[src/rtl/rv_run_monitor.sv]
// Run-control and OUT-bus monitor for the rvmyth core: holds the core in reset, logs every
// OUT change with a cycle timestamp into a show-ahead FIFO, and latches PASS/FAIL once OUT settles.
module rv_run_monitor #(
    parameter int OUT_W        = 10,
    parameter int DEPTH        = 16,
    parameter int TS_W         = 16,
    parameter int RESET_CYCLES = 60,
    parameter int TIMEOUT      = 500,
    localparam int CNT_W       = $clog2(DEPTH + 1)
) (
    input  logic                   CLK,
    input  logic                   reset,
    input  logic [OUT_W-1:0]       cpu_out,
    input  logic [OUT_W-1:0]       expected,
    output logic                   cpu_reset,
    input  logic                   rd_en,
    output logic                   rd_valid,
    output logic [TS_W+OUT_W-1:0]  rd_data,
    output logic [CNT_W-1:0]       fifo_count,
    output logic                   overflow,
    output logic                   done,
    output logic                   pass,
    output logic                   fail
);
    localparam int PTR_W  = (DEPTH > 1) ? $clog2(DEPTH) : 1;
    localparam int HOLD_W = $clog2(RESET_CYCLES + 1);
    localparam int IDLE_W = $clog2(TIMEOUT + 1);
    localparam int DATA_W = TS_W + OUT_W;

    typedef enum logic [1:0] {HOLD, RUN, DONE} state_t;

    state_t              state_q;
    logic [HOLD_W-1:0]   hold_q;
    logic [TS_W-1:0]     ts_q;
    logic [IDLE_W-1:0]   idle_q;
    logic [OUT_W-1:0]    prev_q;
    logic                cpu_reset_q, done_q, pass_q, fail_q, overflow_q;
    logic [PTR_W-1:0]    wr_ptr_q, rd_ptr_q, wr_ptr_d, rd_ptr_d;
    logic [CNT_W-1:0]    count_q, count_d;
    logic [DATA_W-1:0]   mem_q [DEPTH];

    logic event_w, full_w, empty_w, pop_w, push_w, drop_w;

    assign event_w = (state_q == RUN) && (cpu_out != prev_q);
    assign full_w  = (count_q == CNT_W'(DEPTH));
    assign empty_w = (count_q == '0);
    assign pop_w   = rd_en && !empty_w;
    assign push_w  = event_w && (!full_w || pop_w);
    assign drop_w  = event_w && full_w && !pop_w;

    always_comb begin
        wr_ptr_d = wr_ptr_q;
        rd_ptr_d = rd_ptr_q;
        count_d  = count_q;
        if (push_w) wr_ptr_d = (wr_ptr_q == PTR_W'(DEPTH - 1)) ? '0 : wr_ptr_q + 1'b1;
        if (pop_w)  rd_ptr_d = (rd_ptr_q == PTR_W'(DEPTH - 1)) ? '0 : rd_ptr_q + 1'b1;
        if (push_w && !pop_w)      count_d = count_q + 1'b1;
        else if (pop_w && !push_w) count_d = count_q - 1'b1;
    end

    always_ff @(posedge CLK) begin
        if (push_w) mem_q[wr_ptr_q] <= {ts_q, cpu_out};
    end

    always_ff @(posedge CLK or negedge reset) begin
        if (!reset) begin
            state_q     <= HOLD;
            hold_q      <= '0;
            ts_q        <= '0;
            idle_q      <= '0;
            prev_q      <= '0;
            cpu_reset_q <= 1'b1;
            done_q      <= 1'b0;
            pass_q      <= 1'b0;
            fail_q      <= 1'b0;
            overflow_q  <= 1'b0;
            wr_ptr_q    <= '0;
            rd_ptr_q    <= '0;
            count_q     <= '0;
        end else begin
            prev_q   <= cpu_out;
            wr_ptr_q <= wr_ptr_d;
            rd_ptr_q <= rd_ptr_d;
            count_q  <= count_d;
            if (drop_w) overflow_q <= 1'b1;
            case (state_q)
                HOLD: begin
                    if (hold_q == HOLD_W'(RESET_CYCLES - 1)) begin
                        state_q     <= RUN;
                        cpu_reset_q <= 1'b0;
                    end else begin
                        hold_q <= hold_q + 1'b1;
                    end
                end
                RUN: begin
                    if (ts_q != '1) ts_q <= ts_q + 1'b1;
                    // The event cycle itself is the first stable cycle of the new value.
                    if (event_w) begin
                        idle_q <= IDLE_W'(1);
                    end else if (idle_q >= IDLE_W'(TIMEOUT - 1)) begin
                        state_q <= DONE;
                        done_q  <= 1'b1;
                        pass_q  <= (cpu_out == expected);
                        fail_q  <= (cpu_out != expected);
                    end else begin
                        idle_q <= idle_q + 1'b1;
                    end
                end
                default: ;
            endcase
        end
    end

    assign cpu_reset  = cpu_reset_q;
    assign rd_valid   = !empty_w;
    assign rd_data    = empty_w ? '0 : mem_q[rd_ptr_q];
    assign fifo_count = count_q;
    assign overflow   = overflow_q;
    assign done       = done_q;
    assign pass       = pass_q;
    assign fail       = fail_q;
endmodule
[config.mk]
export PLATFORM = sky130hd
export DESIGN_NAME = rv_run_monitor
export DESIGN_NICKNAME = d
export VERILOG_FILES = /design/src/rtl/rv_run_monitor.sv
export SDC_FILE = /design/constraint.sdc
export NUM_CORES = 1
export LEC_CHECK = 0
export ABC_AREA = 1
export CAP_MARGIN = 20
export CORE_UTILIZATION = 55
export CTS_BUF_LIST = sky130_fd_sc_hd__clkbuf_2
export CTS_CLUSTER_DIAMETER = 120
export DETAILED_ROUTE_END_ITERATION = 10
export GPL_TIMING_DRIVEN = 0
export PLACE_DENSITY = 0.72
export SYNTH_ARGS = -nofsm -noshare
export SYNTH_HDL_FRONTEND = slang
export SYNTH_SLANG_ARGS = --single-unit
[constraint.sdc]
create_clock -name CLK -period 3.5 [get_ports CLK]
set_input_delay 0.7 -clock CLK [delete_from_list [all_inputs] [get_ports CLK]]
set_output_delay 0.7 -clock CLK [all_outputs]
set_load 0.01 [all_outputs]
==> flow_summary.json, run 1 <==
{
  "m1WireLength_um": 20600,
  "placed_area_mm2": 0.0215,
  "area_delta_synth_final_pct": 16.4,
  "ys_warn_count": 0,
  "synth_nets": 1857,
  "async_flop_share": 0.128,
  "row_count": 69,
  "cts-root-buf": "clkbuf_2",
  "nets": 2059,
  "outcome": "finished with violations",
  "insertion_delay_ns": 1.05,
  "drv_slew": 0,
  "ys_types": 33,
  "startpoint_type": "flop",
  "io_buffers": 59,
  "cp.arrival_ns": 2.98,
  "setup_ws_ns": -0.185,
  "grt_max_degree": 62,
  "first_pass_iters": 7,
  "synth_area_per_cell_um2": 11.0,
  "finalHoldViolCount": 0,
  "ff_latch_area_mm2": 0.0140,
  "violations": "negative setup slack",
  "hp-class": "in2reg",
  "finalSetupViolCount": 26,
  "fp.dieH_um": 193,
  "finalWirelength_um": 52900,
  "post-route-min-period_ns": 3.68,
  "start_util": 0.562,
  "wl_met2_um": 26100,
  "clkTransAtPathRegs_ns": 0.13,
  "end_kind": "output pin",
  "vias": 14500,
  "clk_path_buf_depth": 3,
  "highest_layer": "met4",
  "ff2ff_setup_slack_ns": 0.24,
  "cts_tree": "built",
  "critPathMaxFanout": 5,
  "ant_nets": 0,
  "wl_met3_um": 4660,
  "drt_iter0_markers": 1490,
  "grtUsageTotal": 0.286,
  "cts_buffers": 117,
  "r2r-start": "fifo_count[1]",
  "gr-total-overflow": 0,
  "r2r_cells": 15,
  "maxCapViolCount": 0,
  "coreArea_mm2": 0.0357,
  "tns_ns": -1.93,
  "ios": 60,
  "synth_flop_cell": "edfxtp_1",
  "gp_congestion": 0.871,
  "grt_pass1_vias": 14200,
  "dpl.hpwl_um": 33300,
  "power_density_mw_per_mm2": 726,
  "ys_seq_area_frac": 0.697,
  "clock_sinks": 477,
  "postSynthCellCount": 1821,
  "rsz0062_at_grt": "yes",
  "min_delay_path_depth": 1,
  "multi_input_area_mm2": 0.00566,
  "maxSlewHeadroom": 0.222,
  "fin_skew_ns": 0.0914,
  "yosys_register_bits": 477,
  "max_slew.worst_pin.slew_ns": 1.17,
  "fp.dieArea_mm2": 0.0373,
  "fmax_ghz": 0.271,
  "holdPathEnd": "prev_q[3]",
  "ir_drop_mv": 0.354,
  "drc": 0,
  "synth_enable_flop_cells": 416,
  "r2r_end": "fifo_count[4]",
  "worstPathRequired_ns": 2.80,
  "grt_pass1_wl_um": 78600,
  "critPathKind": "reg2out",
  "syn_area_mm2": 0.0201,
  "hp-start": "cpu_out[3]",
  "min_period_over_period": 1.05,
  "antenna_found_initial": 1,
  "routed_via_density": 5.63,
  "htree_num_levels": 3,
  "die-width_um": 193,
  "p_leak_nw": 9.67,
  "postLayoutCellArea_mm2": 0.0234,
  "fillers": 2759,
  "whs_ns": 0.207,
  "wire_per_inst_um": 20.5,
  "drive_gt1_frac": 0.199
}
how the worst max path moves through the flow:
| stage | cells past startpoint | startpoint | to |
|---|---|---|---|
| final | 11 | rd_ptr_q[0] | rd_data[8] |
| after detailed placement | 19 | cpu_out[1] | fifo_count[4] |
| after CTS | 11 | rd_ptr_q[0] | rd_data[15] |
| after global placement | 8 | cpu_out[1] | mem_q[4][20] |
| after global routing | 11 | rd_ptr_q[0] | rd_data[8] |
| after floorplan | 10 | cpu_out[5] | mem_q[12][0] |
synth_stat cells, drive strengths merged (3+ instances only):
library cell    n  area share
inv            95       0.018
clkbuf         39      0.0073
xnor2          11      0.0048
buf            48       0.015
nand4          11      0.0034
o211ai         42       0.016
nor2          445       0.083
edfxtp        416        0.62
a21oi          34      0.0096
nor3            7      0.0017
nand2         282       0.053
clkinv          3     0.00056
dfrtp          60       0.075
ha             12      0.0075
nand3          67       0.017
xor2           17      0.0074
o21ai         224       0.056
logic make-up (layout without fill, tap and decap cells):
| kind of cell | Yosys count | in the layout | share of synthesized area |
|---|---|---|---|
| XOR/XNOR | 28 | 28 | 0.0122 |
| other | 0 | 2 | 0 |
| flip-flops | 477 | 477 | 0.697 |
| buffers and inverters | 185 | 483 | 0.0407 |
| AND/OR/NAND/NOR | 814 | 814 | 0.159 |
| AO/OA/AOI/OAI | 303 | 303 | 0.0821 |
| multiplexers | 1 | 1 | 0.000560 |
| adder cells (fa/ha/maj) | 13 | 13 | 0.00846 |
worst max-delay path, stage by stage (launching register included):
cell and delay, ns:
dfrtp_2 0.44, buf_6 0.14, buf_12 0.14, buf_16 0.15, buf_12 0.12, nor2_1 0.04
nor2_1 0.07, o21ai_0 0.13, o211ai_1 0.19, nand3_4 0.14, a21oi_4 0.20, buf_2 0.16
sequential cells by signal, indices dropped and copies added, names as in the netlist:
signal and flops:
wr_ptr_q 4, prev_q 10, cpu_reset 1, mem_q 416
rd_ptr_q 4, ts_q 16, hold_q 6, idle_q 9
overflow 1, state_q 2, fifo_count 5, done 1
pass 1, fail 1
metal layers:
metal / up-vias / GRT usage
li1: 6728 / -
met1: 6980 / 0.367
met2: 718 / 0.476
met3: 111 / 0.0585
met4: 0 / 0.117
met5: - / 0
report_power, final:
| group | total [mW] | internal (mW) | switching (mW) |
|---|---|---|---|
| logic | 7.22 | 2.78 | 4.44 |
| registers | 6.27 | 6.19 | 0.0801 |
| clock network | 3.49 | 1.26 | 2.23 |
per-stage QoR:
| step | power, mW | util | cells | setup WS [ns] |
|---|---|---|---|---|
| floorplan | 9.98 | - | 1821 | 0.538 |
| global placement | 12.4 | 0.595 | 2341 | -1.99 |
| detailed placement | 12.5 | 0.601 | 2346 | -1.14 |
| CTS | 16.4 | 0.643 | 2572 | -0.129 |
| global route | 17.8 | 0.654 | 2581 | -0.342 |
| finish | 17.0 | 0.655 | 2582 | -0.185 |
cell type report:
type	count	area share
inverters	98	0.0159
clock buffers	161	0.0344
multi-input cells	1159	0.242
repair buffers	83	0.0403
clock inverters	54	0.00909
well taps	461	0.0247
flip-flops and latches	477	0.599
diodes	2	0.000214
plain buffers	87	0.0341
layout by cell type, fill, tap and decap left out, types with 23 or more instances in the layout:
cell and n:
nand3_1 53, dfrtp_1 58, o21ai_1 55, nor2_1 402
inv_1 77, o21ai_0 169, buf_2 40, edfxtp_1 416
clkbuf_2 182, o211ai_1 42, a21oi_2 23, clkinv_1 42
nand2_1 278
timing repair:
item	CTS	global route
endpoints found under the setup margin	27	28
hold buffers	1	0
pin swaps	45	63
gates resized for setup	280	79
setup buffers	8	1
cloned	2	8
endpoints found under the hold margin	60	0
(Power assumes the default switching activity.)
==> run 2, diff against run 1 <==
--- a/config.mk
+++ b/config.mk
@@ -7,6 +7,7 @@
 export LEC_CHECK = 0
 export ABC_AREA = 1
 export CAP_MARGIN = 20
+export CORE_MARGIN = 3
 export CORE_UTILIZATION = 55
 export CTS_BUF_LIST = sky130_fd_sc_hd__clkbuf_2
 export CTS_CLUSTER_DIAMETER = 120
==> run 2 against run 1 <==
The run still ends with negative setup slack left. First-iteration DRC count down 1.2%. Die area is 4.2% higher. Global-route usage decreased by 1.7 points. Worst setup slack gained 0.0037 ns. Combinational power up 2%. Sequential power about the same. Highest routed layer unchanged.
==> flow_summary.json, run 2 (same netlist as run 1, synthesis figures left out) <==
{
  "fp.dieH_um": 197,
  "ir_drop_mv": 0.336,
  "top_register": "mem_q",
  "gr-total-overflow": 0,
  "antenna_found_initial": 2,
  "drv_slew": 0,
  "fmax_ghz": 0.272,
  "cts_buffers": 115,
  "drc": 0,
  "dpl.hpwl_um": 32600,
  "routed_via_density": 5.57,
  "finalWirelength_um": 51900,
  "post-route-min-period_ns": 3.68,
  "cts-root-buf": "clkbuf_2",
  "maxCapViolCount": 0,
  "gp_congestion": 0.854,
  "grtUsageTotal": 0.269,
  "grt_max_degree": 62,
  "use_met3": 0.0471,
  "fillers": 2631,
  "maxSlewHeadroom": 0.285,
  "ant_nets": 0,
  "fin_skew_ns": 0.0722,
  "start_util": 0.561,
  "nets": 2063,
  "gr-usage-met2": 0.450,
  "setup_ws_ns": -0.181,
  "postLayoutCoreUtil": 0.657,
  "ios": 60,
  "clock_sinks": 477,
  "drt_iter0_markers": 1472,
  "coreArea_mm2": 0.0358,
  "end_kind": "output pin",
  "hp-class": "in2reg",
  "finalSetupViolCount": 26,
  "grt_pass1_wl_um": 79400,
  "placed_cells": 2346,
  "final_common_cell": "edfxtp_1",
  "insertion_delay_ns": 1.05,
  "violations": "negative setup slack",
  "io_buffers": 59,
  "tns_ns": -2.48,
  "wire_per_inst_um": 20.1,
  "first_pass_iters": 6,
  "layout.cells.non_filler": 2589,
  "outcome": "finished with violations",
  "rsz0062_at_grt": "yes",
  "row_count": 69,
  "min_period_over_period": 1.05,
  "cp.arrival_ns": 2.98,
  "grt_pass1_vias": 14300,
  "htree_num_levels": 3,
  "finalHoldViolCount": 0,
  "drive_gt1_frac": 0.199,
  "layout_common_cells": "edfxtp_1 (416), nor2_1 (409), nand2_1 (278)",
  "cts_tree": "built",
  "die-width_um": 197,
  "critPathKind": "reg2out",
  "max_slew.worst_pin.slew_ns": 1.07,
  "critPathMaxFanout": 5,
  "clk_path_buf_depth": 3,
  "whs_ns": 0.171,
  "fp.dieArea_mm2": 0.0389,
  "power_density_mw_per_mm2": 735,
  "vias": 14400,
  "largest_reg_flops": 416,
  "startpoint_type": "flop",
  "clkTransAtPathRegs_ns": 0.11,
  "area_delta_synth_final_pct": 17.1,
  "grtUsageMet1": 0.359,
  "worstPathRequired_ns": 2.80,
  "top_usage_layer": "met2",
  "reg_top3": "mem_q x416, ts_q x16, prev_q x10",
  "p_leak_nw": 9.76
}
[run 2: cell count changes in the layout (fill, tap and decap cells not counted), sizes merged]
cell         previous run  this run
bufinv                  0         2
buf                    91       103
inv                   100        98
diode                   2         3
clkbuf                207       211
clkinv                 52        43
dlygate4sd2             1         0
[run 2: metal layers]
layer | vias to the layer above | share of wire
met5 | - | 0
met4 | 0 | 0.030
met3 | 118 | 0.086
met2 | 684 | 0.49
met1 | 6882 | 0.39
li1 | 6738 | -
[run 2: area by class of cell]
cell class,count,area (um^2),area share
tap,461,577,0.0245
buffer,87,896,0.0381
antenna,3,7.51,0.000319
clock inverter,45,228,0.00967
clock buffer,170,851,0.0361
sequential,477,14000,0.596
multi-input combinational,1159,5600,0.238
inverter,98,377,0.0160
timing repair buffer,89,978,0.0416
[run 2: final timing paths]
check	startpoint	to	slack, ns	depth (start not counted)
max in group asynchronous	reset	idle_q[8]	2.62	2
max	rd_ptr_q[0]	rd_data[11]	-0.18	12
max reg2reg	fifo_count[1]	fifo_count[4]	0.31	15
min reg2reg	cpu_reset	cpu_reset	0.46	2
min in group asynchronous	reset	wr_ptr_q[2]	0.30	2
min	cpu_out[1]	prev_q[1]	0.17	1
[run 2: per-stage QoR]
| step | area, um^2 | setup slack [ns] | total power [mW] |
|---|---|---|---|
| global placement | 21300 | -1.81 | 12.3 |
| global route | 23500 | -0.303 | 18.2 |
| finish | 23500 | -0.181 | 17.3 |
| floorplan | 20100 | 0.538 | 9.98 |
| detailed placement | 21400 | -1.10 | 12.4 |
| CTS | 23300 | -0.152 | 17.0 |
[run 2: power by group]
group / switching (mW) / internal [mW] / leakage [nW]
Sequential: 0.0744 / 6.19 / 5.19
Clock: 2.19 / 1.46 / 0.822
Combinational: 4.43 / 2.97 / 3.75
Total: 6.70 / 10.6 / 9.76
[run 2: critical path, stage by stage, from the launching register on]
cell     delay [ns]
dfrtp_2        0.43
buf_6          0.14
buf_12         0.11
buf_12         0.13
buf_12         0.14
buf_12         0.12
nor2_4         0.04
nor2_2         0.11
o21ai_1        0.08
nand3_1        0.12
nand3_2        0.15
a21oi_4        0.22
buf_6          0.13
[run 2: repair_timing]
action | 4_1_cts | 5_1_grt
buffers inserted | 12 | 3
pin swaps | 60 | 45
endpoints found under the hold margin | 60 | 0
gates resized for setup | 295 | 80
hold buffers | 1 | 0
cloned | 6 | 3
setup endpoints to repair | 26 | 30
==> run 3, diff against run 2 <==
--- a/config.mk
+++ b/config.mk
@@ -6,11 +6,13 @@
 export NUM_CORES = 1
 export LEC_CHECK = 0
 export ABC_AREA = 1
+export ABC_CLOCK_PERIOD_IN_PS = 3500
 export CAP_MARGIN = 20
 export CORE_MARGIN = 3
 export CORE_UTILIZATION = 55
 export CTS_BUF_LIST = sky130_fd_sc_hd__clkbuf_2
 export CTS_CLUSTER_DIAMETER = 120
+export CTS_CLUSTER_SIZE = 20
 export DETAILED_ROUTE_END_ITERATION = 10
 export GPL_TIMING_DRIVEN = 0
 export PLACE_DENSITY = 0.72
==> constraint.sdc (replaced) <==
create_clock -name CLK -period 3.5 [get_ports CLK]
set_input_delay 0.35 -clock CLK [delete_from_list [all_inputs] [get_ports CLK]]
set_output_delay 0.35 -clock CLK [all_outputs]
set_load 0.01 [all_outputs]
==> run 3 against run 2 <==
The run now ends clean. Cell count decreased by 7.2%. Global-route usage decreased by 1.8 points. Count of clock-buffer cells in the layout decreased by 122. Fmax increased by 8.1%. Worst setup slack improved by 0.28 ns. Combinational power decreased by 15%. Utilization decreased by 4.3 points. Clock power decreased by 46%. First-iteration DRC count increased by 5.2%. Non-clock buffer count decreased by 19. Critical path type unchanged. Highest routed layer unchanged.
==> flow_summary.json, run 3 (same netlist as run 1, synthesis figures left out) <==
{
  "outcome": "finished clean",
  "hp-class": "in2reg",
  "fillers": 2792,
  "ant_nets": 0,
  "p_seq_frac": 0.433,
  "die-width_um": 197,
  "ios": 60,
  "cts_tree": "built",
  "drc": 0,
  "routed_via_density": 5.64,
  "grtUsageMet1": 0.356,
  "vias": 13500,
  "start_util": 0.561,
  "cts-root-buf": "clkbuf_2",
  "rsz0062_at_grt": "yes",
  "clkPwrFrac": 0.135,
  "finalWirelength_um": 49200,
  "row_count": 69,
  "gp_congestion": 0.854,
  "gr-usage-met2": 0.422,
  "layout.cells.non_filler": 2403,
  "p_sw_mw": 5.77,
  "ff_latch_area_mm2": 0.0140,
  "critical_path_buf_inv_count": 4,
  "wire_per_inst_um": 20.5,
  "placed_cells": 2346,
  "first_pass_iters": 5,
  "clkTransAtPathRegs_ns": 0.34,
  "htree_num_levels": 1,
  "gr-total-overflow": 0,
  "layout_common_cells": "nor2_1 (428), edfxtp_1 (416), nand2_1 (280)",
  "post-route-min-period_ns": 3.41,
  "coreArea_mm2": 0.0358,
  "cpPeakStageDelay_ns": 0.55,
  "critPathTopFamily": "buffers and inverters",
  "max_slew.worst_pin.slew_ns": 1.03,
  "fp.dieH_um": 197,
  "antenna_found_initial": 1,
  "largest_reg_flops": 416,
  "comb_power_share": 0.432,
  "min_period_over_period": 0.973,
  "maxSlewHeadroom": 0.311,
  "insertion_delay_ns": 1.03,
  "p_total_mw": 14.5,
  "finalHoldViolCount": 0,
  "cts_buffers": 27,
  "cp.arrival_ns": 3.06,
  "grt_pass1_wl_um": 74800,
  "p_int_mw": 8.74,
  "drt_iter0_markers": 1549,
  "fin_skew_ns": 0.0762,
  "startpoint_type": "flop",
  "end_kind": "output pin",
  "grt_max_degree": 61,
  "critPathKind": "reg2out",
  "clk_path_buf_depth": 3,
  "io_buffers": 59,
  "critPathMaxFanout": 10,
  "area_delta_synth_final_pct": 9.38,
  "multi_input_area_mm2": 0.00548,
  "dpl.hpwl_um": 32600,
  "drive_gt1_frac": 0.115,
  "reg_top3": "mem_q x416, ts_q x16, prev_q x10",
  "clock_sinks": 477,
  "p_leak_nw": 8.77,
  "path_cells": "inv_2 > buf_4 > clkbuf_4 > nor2_1 > o211ai_1 > nand3_1 > a21oi_2 > dlygate4sd2_1",
  "finalSetupViolCount": 0,
  "nets": 1956,
  "fp.dieArea_mm2": 0.0389,
  "fmax_ghz": 0.294,
  "grt_pass1_vias": 13100,
  "worstPathRequired_ns": 3.15,
  "use_met3": 0.0275,
  "critPathSlowestCell": "dfrtp_2",
  "ir_drop_mv": 0.431,
  "top_register": "mem_q",
  "drv_slew": 0,
  "grtUsageTotal": 0.251,
  "top_usage_layer": "met2",
  "maxCapViolCount": 0,
  "power_density_mw_per_mm2": 660,
  "final_common_cell": "nor2_1",
  "switching_share": 0.397
}
run 3: per-layer routing:
metal,vias up,share of wire
met4,0,0.025
met5,-,0
met1,6525,0.41
met2,534,0.48
met3,77,0.079
li1,6412,-
run 3: worst register-to-register path, delay by kind of cell (launching register included):
kind | cells | cell delay (ns)
adders and majority gates | 2 | 0.49
DFF | 1 | 0.52
and+or+nand+nor | 6 | 0.98
xor gates and xnor gates | 1 | 0.16
buffers and inverters | 3 | 0.65
AOI/OAI and AO/OA | 3 | 0.36
run 3: timing repair:
| item | in CTS | in global routing |
|---|---|---|
| hold buffers | 3 | 2 |
| resized for setup | 134 | 39 |
| endpoints found under the setup margin | 26 | 23 |
| pin swaps | 16 | 17 |
| setup buffers | 0 | 0 |
| cloned | 1 | 0 |
| hold endpoints to repair | 61 | 8 |
run 3: worst paths after layout:
check	start	end	slack, ns	cells after the start
min in group asynchronous	reset	cpu_reset	0.38	3
worst max-delay path	rd_ptr_q[0]	rd_data[5]	0.09	8
worst max register to register	fifo_count[1]	fifo_count[4]	0.28	15
max in group asynchronous	reset	state_q[0]	2.82	4
worst min-delay path	rd_en	rd_ptr_q[1]	0.08	3
worst min register to register	cpu_reset	cpu_reset	0.48	2
run 3: layout make-up:
type | instances | area share
clock buffer | 48 | 0.0109
clock inverter | 1 | 0.000228
multi-input combinational | 1159 | 0.249
timing repair buffer | 70 | 0.0306
inverter | 98 | 0.0168
sequential | 477 | 0.638
tap | 461 | 0.0262
antenna | 2 | 0.000228
buffer | 87 | 0.0280
run 3: metrics by stage:
stage / setup TNS (ns) / hold WS (ns) / util / worst slack, ns / area [um^2]
floorplan: 0 / 0.0544 / - / 0.702 / 20100
global placement: -531.47 / 0.446 / 0.594 / -1.46 / 21300
detailed placement: -71.22 / 0.452 / 0.598 / -0.754 / 21400
CTS: 0 / 0.0318 / 0.613 / 0.0157 / 22000
global route: -0.0873 / 0.0523 / 0.614 / -0.0387 / 22000
finish: 0 / 0.0839 / 0.614 / 0.0948 / 22000
run 3: power by group through the flow:
stage	logic, mW	registers [mW]	clock network [mW]
6_report	6.27	6.28	1.96
5_1_grt	6.80	6.29	2.18
4_1_cts	6.18	6.27	1.97
3_5_place_dp	6.05	6.38	0
3_3_place_gp	5.95	6.38	0
2_1_floorplan	3.60	6.38	0
